[src/rtl/calc_controller.sv]
// rtl/calc_controller.sv - command sequencer turning button edges into one-cycle ALU instructions
// Optional CALC_CHAIN_EN: a successful COMPUTE writes result[3:0] back into operand A.
module calc_controller #(
  parameter int TIMEOUT_CYCLES = 15
) (
  input  logic       clk,
  input  logic       reset,
  input  logic [3:0] sw,
  input  logic [1:0] op_sel,
  input  logic       btn_compute,
  input  logic       btn_load_a,
  input  logic       btn_load_b,
  input  logic       btn_show,
  input  logic [7:0] alu_result,
  input  logic       alu_done,
  input  logic       alu_div_by_zero,
  input  logic       alu_negative,
  output logic [3:0] alu_a,
  output logic [3:0] alu_b,
  output logic [2:0] op_code,
  output logic [1:0] compute_op,
  output logic       busy,
  output logic [7:0] disp_value,
  output logic       neg_flag,
  output logic       err_div0,
  output logic       err_timeout
);
  localparam int CW = (TIMEOUT_CYCLES > 1) ? $clog2(TIMEOUT_CYCLES) : 1;
  localparam logic [CW-1:0] CNT_LAST = CW'(TIMEOUT_CYCLES - 1);

  localparam logic [2:0] OP_NOOP     = 3'b000;
  localparam logic [2:0] OP_DISP_A   = 3'b010;
  localparam logic [2:0] OP_DISP_B   = 3'b100;
  localparam logic [2:0] OP_COMPUTE  = 3'b101;
  localparam logic [2:0] OP_DISP_RES = 3'b110;

  typedef enum logic [1:0] {S_IDLE, S_ISSUE, S_WAIT} state_t;

  state_t        state_q, state_d;
  logic [3:0]    btn_q, btn_d, btn_edge;
  logic [3:0]    alu_a_q, alu_a_d, alu_b_q, alu_b_d;
  logic [1:0]    compute_op_q, compute_op_d;
  logic [2:0]    op_code_q, op_code_d;
  logic [7:0]    disp_q, disp_d;
  logic          neg_q, neg_d, div0_q, div0_d, tmo_q, tmo_d;
  logic [CW-1:0] cnt_q, cnt_d;
`ifdef CALC_CHAIN_EN
  logic          chain_q, chain_d;
`endif

  // Bit order doubles as priority: lowest index wins.
  assign btn_d    = {btn_show, btn_load_b, btn_load_a, btn_compute};
  assign btn_edge = btn_d & ~btn_q;

  always_comb begin
    state_d      = state_q;
    alu_a_d      = alu_a_q;
    alu_b_d      = alu_b_q;
    compute_op_d = compute_op_q;
    op_code_d    = OP_NOOP;
    disp_d       = disp_q;
    neg_d        = neg_q;
    div0_d       = div0_q;
    tmo_d        = tmo_q;
    cnt_d        = cnt_q;
`ifdef CALC_CHAIN_EN
    chain_d      = chain_q;
`endif
    case (state_q)
      S_IDLE: begin
        if (|btn_edge) begin
          neg_d   = 1'b0;
          div0_d  = 1'b0;
          tmo_d   = 1'b0;
          state_d = S_ISSUE;
`ifdef CALC_CHAIN_EN
          chain_d = btn_edge[0];
`endif
          if (btn_edge[0]) begin
            compute_op_d = op_sel;
            op_code_d    = OP_COMPUTE;
          end else if (btn_edge[1]) begin
            alu_a_d   = sw;
            op_code_d = OP_DISP_A;
          end else if (btn_edge[2]) begin
            alu_b_d   = sw;
            op_code_d = OP_DISP_B;
          end else begin
            op_code_d = OP_DISP_RES;
          end
        end
      end
      S_ISSUE: begin
        cnt_d   = '0;
        state_d = S_WAIT;
      end
      S_WAIT: begin
        cnt_d = cnt_q + 1'b1;
        // A response on the expiry cycle still counts as a response.
        if (alu_div_by_zero) begin
          disp_d  = 8'h00;
          div0_d  = 1'b1;
          state_d = S_IDLE;
        end else if (alu_done) begin
          disp_d  = alu_result;
          neg_d   = alu_negative;
          state_d = S_IDLE;
`ifdef CALC_CHAIN_EN
          if (chain_q) alu_a_d = alu_result[3:0];
`endif
        end else if (cnt_q == CNT_LAST) begin
          disp_d  = 8'hFF;
          tmo_d   = 1'b1;
          state_d = S_IDLE;
        end
      end
      default: state_d = S_IDLE;
    endcase
  end

  always_ff @(posedge clk) begin
    if (!reset) begin
      state_q      <= S_IDLE;
      btn_q        <= '0;
      alu_a_q      <= '0;
      alu_b_q      <= '0;
      compute_op_q <= '0;
      op_code_q    <= OP_NOOP;
      disp_q       <= '0;
      neg_q        <= 1'b0;
      div0_q       <= 1'b0;
      tmo_q        <= 1'b0;
      cnt_q        <= '0;
`ifdef CALC_CHAIN_EN
      chain_q      <= 1'b0;
`endif
    end else begin
      state_q      <= state_d;
      btn_q        <= btn_d;
      alu_a_q      <= alu_a_d;
      alu_b_q      <= alu_b_d;
      compute_op_q <= compute_op_d;
      op_code_q    <= op_code_d;
      disp_q       <= disp_d;
      neg_q        <= neg_d;
      div0_q       <= div0_d;
      tmo_q        <= tmo_d;
      cnt_q        <= cnt_d;
`ifdef CALC_CHAIN_EN
      chain_q      <= chain_d;
`endif
    end
  end

  assign alu_a       = alu_a_q;
  assign alu_b       = alu_b_q;
  assign op_code     = op_code_q;
  assign compute_op  = compute_op_q;
  assign busy        = (state_q == S_ISSUE) || (state_q == S_WAIT);
  assign disp_value  = disp_q;
  assign neg_flag    = neg_q;
  assign err_div0    = div0_q;
  assign err_timeout = tmo_q;
endmodule

[config.mk]
export PLATFORM = sky130hd
export DESIGN_NAME = calc_controller
export DESIGN_NICKNAME = d
export VERILOG_FILES = /design/src/rtl/calc_controller.sv
export SDC_FILE = /design/constraint.sdc
export NUM_CORES = 1
export LEC_CHECK = 0
export BUFFER_PORTS_ARGS = -buffer_cell sky130_fd_sc_hd__buf_2
export CAP_MARGIN = 20
export CORE_ASPECT_RATIO = 0.7
export CORE_MARGIN = 2
export CORE_UTILIZATION = 40
export DETAILED_ROUTE_END_ITERATION = 6
export GPL_TIMING_DRIVEN = 0
export PLACE_DENSITY = 0.61
export RECOVER_POWER = 50
export SLEW_MARGIN = 20
export SYNTH_ARGS = -nofsm -noshare
export SYNTH_HDL_FRONTEND = slang
export SYNTH_SLANG_ARGS = --single-unit
[constraint.sdc]
create_clock -name clk -period 4.2 [get_ports clk]
set_input_delay 0.84 -clock clk [delete_from_list [all_inputs] [get_ports clk]]
set_output_delay 0.84 -clock clk [all_outputs]
set_load 0.005 [all_outputs]
==> results.cfg <==
[floorplanning]
die_h_um = 55.8
rows = 18
start_util = 0.425
die_area_um2 = 4350
pin_count = 48
core_area_um2 = 3600
die_w_um = 78.0

[run]
maxCapViolations = 0

[critical_path]
cp-endpoint = busy
reg2reg_depth = 7
critPathMaxFanout = 7
worstPathCellList = inv_1 -> ha_1 -> buf_2
startpoint_type = flop
critPathSlowestCell = ha_1
path_delay_family = adder cells
path_depth = 3
crit_arrival_ns = 1.29
crit_type = reg2out
path_buf_inv = 2
crit_start = state_q[1]$_SDFFE_PN0P_
critPathMaxStageDelay_ns = 0.40
reg2reg_to = err_timeout$_SDFFE_PN0P_
required_ns = 3.36
r2r_setup_slack_ns = 2.53
critPathCaptureType = output port
r2r-start = state_q[0]$_SDFFE_PN0P_

[synth]
synth.area.mux_share = 0.0784
ys_warn_count = 0
synth_fa_ha_area_frac = 0.0490
syn_avg_cell_area_um2 = 9.89
synth_cell_types = 35
synth_xor_xnor_area_share = 0
postSynthCellCount = 155
ys_ff_latch = 34
synth-seq-area-share = 0.444
synth_top_family_by_area = simple AND/OR/NAND/NOR gates
synth.net_count = 184
syn-cell-area_um2 = 1530
synth-compound-area-share = 0.153
synthSimpleGateAreaFrac = 0.242

[power]
switching_power_uw = 190
switching_share = 0.251
vdd_drop_max_uv = 163
internal_power_uw = 566
power_frac_clock = 0.368
powerDensity_nw_per_um2 = 391
seqPwrFrac = 0.464
leakagePower_nw = 0.919
combPwrFrac = 0.168

[timing]
slew_headroom = 0.665
finClkSkew_ns = 0.00414
tightest_slew_ns = 0.500
fin_crit_ns = 2.13
fmax_ghz = 0.469
worst_slack_ns = 2.07
finalHoldViolCount = 0
whs_ns = 0.474
setup_viol_count_final = 0
setup_tns_ns = 0
min_period_over_period = 0.508
final-max-slew-violation-count = 0
grt_setup_unrepaired = no

[drt]
drt_iter0_drc = 55
dr_total_vias = 1284
avgRoutedWirePerCell_um = 13.3
via_per_inst = 4.94
drt-pass1-iter-count = 4
wl_mm = 3.46
drc = 0
postRouteAntennaNets = 0

[final_layout]
fin_cells = 260
final_common_cell = buf_2
drive_gt1_frac = 0.310
final_cell_mix = 42 x buf_2, 34 x dfxtp_1, 17 x nor2b_1
area_delta_synth_final_pct = 26.1
diodes = 0
nNetsFinal = 238

[global_route]
grt_pass1_vias = 1242
grt_overflow_total = 0
antenna_found_initial = 0
grt_pass1_wl_mm = 5.80
grt_max_degree = 11
globalRouteTotalUtil = 0.170

[clock_network]
clock_latency_ns = 0.28
cts_tree = done
cts_resized = 0
cts-root-buf = clkbuf_8
cts.sinks = 34
h-tree-depth = 2
post-cts-setup-buffers = 0
cts_hold_buf = 0
clk_path_buf_depth = 2
clk_pin_slew_ns = 0.06
cts_buffers = 5

[placement]
place_hpwl_mm = 2.66
dp_cells = 252
place_ws_ns = 2.17
portBuffers = 47
gp_congestion = 0.751

[worst_hold_path]
hold_depth = 2
hp-class = reg2reg

[run_status]
status = finished, final reports clean
cells by family after synthesis:
kind of cell | count (synthesis)
buffers and inverters | 13
DFF | 34
adders and majority gates | 6
AOI/OAI and AO/OA | 31
muxes | 12
and+or+nand+nor | 59
final cells by class:
cell class	instances	area (um^2)
fill	352	1670
multi-input combinational	108	802
sequential	34	681
timing repair buffer	47	228
clock buffer	8	110
tap	50	62.6
inverter	7	26.3
buffer	6	23.8
routing by layer:
layer / vias to the layer above / part of all wire / GRT usage
met5: - / 0 / 0
met3: 5 / 0.055 / 0.0568
met1: 603 / 0.47 / 0.231
li1: 648 / - / -
met4: 0 / 0.011 / 0.0526
met2: 28 / 0.46 / 0.255
metrics by stage:
stage | utilization | cell area, um^2 | power, mW
after CTS | 0.539 | 1940 | 0.765
after floorplan | - | 1530 | 0.438
final | 0.536 | 1930 | 0.756
after global placement | 0.508 | 1830 | 0.481
after global routing | 0.536 | 1930 | 0.800
after detailed placement | 0.508 | 1830 | 0.486
sequential cells by signal, indices dropped and copies added, names as in the netlist:
name,flops
alu_a,4
alu_b,4
btn_q,4
cnt_q,4
compute_op,2
disp_value,8
err_div0,1
err_timeout,1
neg_flag,1
op_code,3
state_q,2
how the worst min path moves through the flow:
stage                                  to                  startpoint
4_1_cts             neg_flag$_SDFFE_PN0P_       neg_flag$_SDFFE_PN0P_
6_report       compute_op[1]$_SDFFE_PN0P_  compute_op[1]$_SDFFE_PN0P_
3_3_place_gp   compute_op[1]$_SDFFE_PN0P_  compute_op[1]$_SDFFE_PN0P_
3_5_place_dp        neg_flag$_SDFFE_PN0P_       neg_flag$_SDFFE_PN0P_
5_1_grt        compute_op[1]$_SDFFE_PN0P_  compute_op[1]$_SDFFE_PN0P_
2_1_floorplan       neg_flag$_SDFFE_PN0P_       neg_flag$_SDFFE_PN0P_
cells in the mapped netlist:
master	instances	area share
buf_2	1	0.0033
o211a_1	2	0.013
or4b_1	1	0.0065
nand3_1	5	0.016
nand2_1	10	0.024
nor2b_1	17	0.069
nor4_4	1	0.014
o221ai_1	1	0.0057
o21ai_0	4	0.013
dfxtp_1	34	0.44
o21ai_1	1	0.0033
and2_1	6	0.024
a21boi_2	1	0.0073
clkbuf_1	5	0.012
and2b_1	1	0.0049
a21boi_0	3	0.015
nand2b_1	2	0.0082
or2b_1	1	0.0049
and2_2	1	0.0049
a21oi_1	8	0.026
nand3_2	1	0.0065
and3_1	1	0.0041
nor2b_4	2	0.018
inv_1	7	0.017
o221a_2	7	0.051
or4_1	1	0.0049
nor3_1	2	0.0065
ha_1	6	0.049
and2b_4	1	0.0065
a21o_2	1	0.0057
mux2i_1	12	0.078
nand4_1	2	0.0082
o22ai_1	2	0.0082
nor2_1	4	0.0098
o21a_1	1	0.0049
worst reg2reg max path, stage by stage, from the launching register on:
cell,delay (ns)
dfxtp_1,0.32
inv_1,0.12
ha_1,0.17
buf_2,0.20
nor2_1,0.07
or4_1,0.46
a21oi_1,0.13
o211a_1,0.15
power groups by stage:
stage / clock network (mW) / registers (mW) / logic, mW
2_1_floorplan: 0 / 0.358 / 0.0800
5_1_grt: 0.305 / 0.353 / 0.142
3_5_place_dp: 0 / 0.358 / 0.128
4_1_cts: 0.285 / 0.351 / 0.129
6_report: 0.278 / 0.351 / 0.127
3_3_place_gp: 0 / 0.356 / 0.125
No activity file was read; power rests on OpenSTA's default activity.
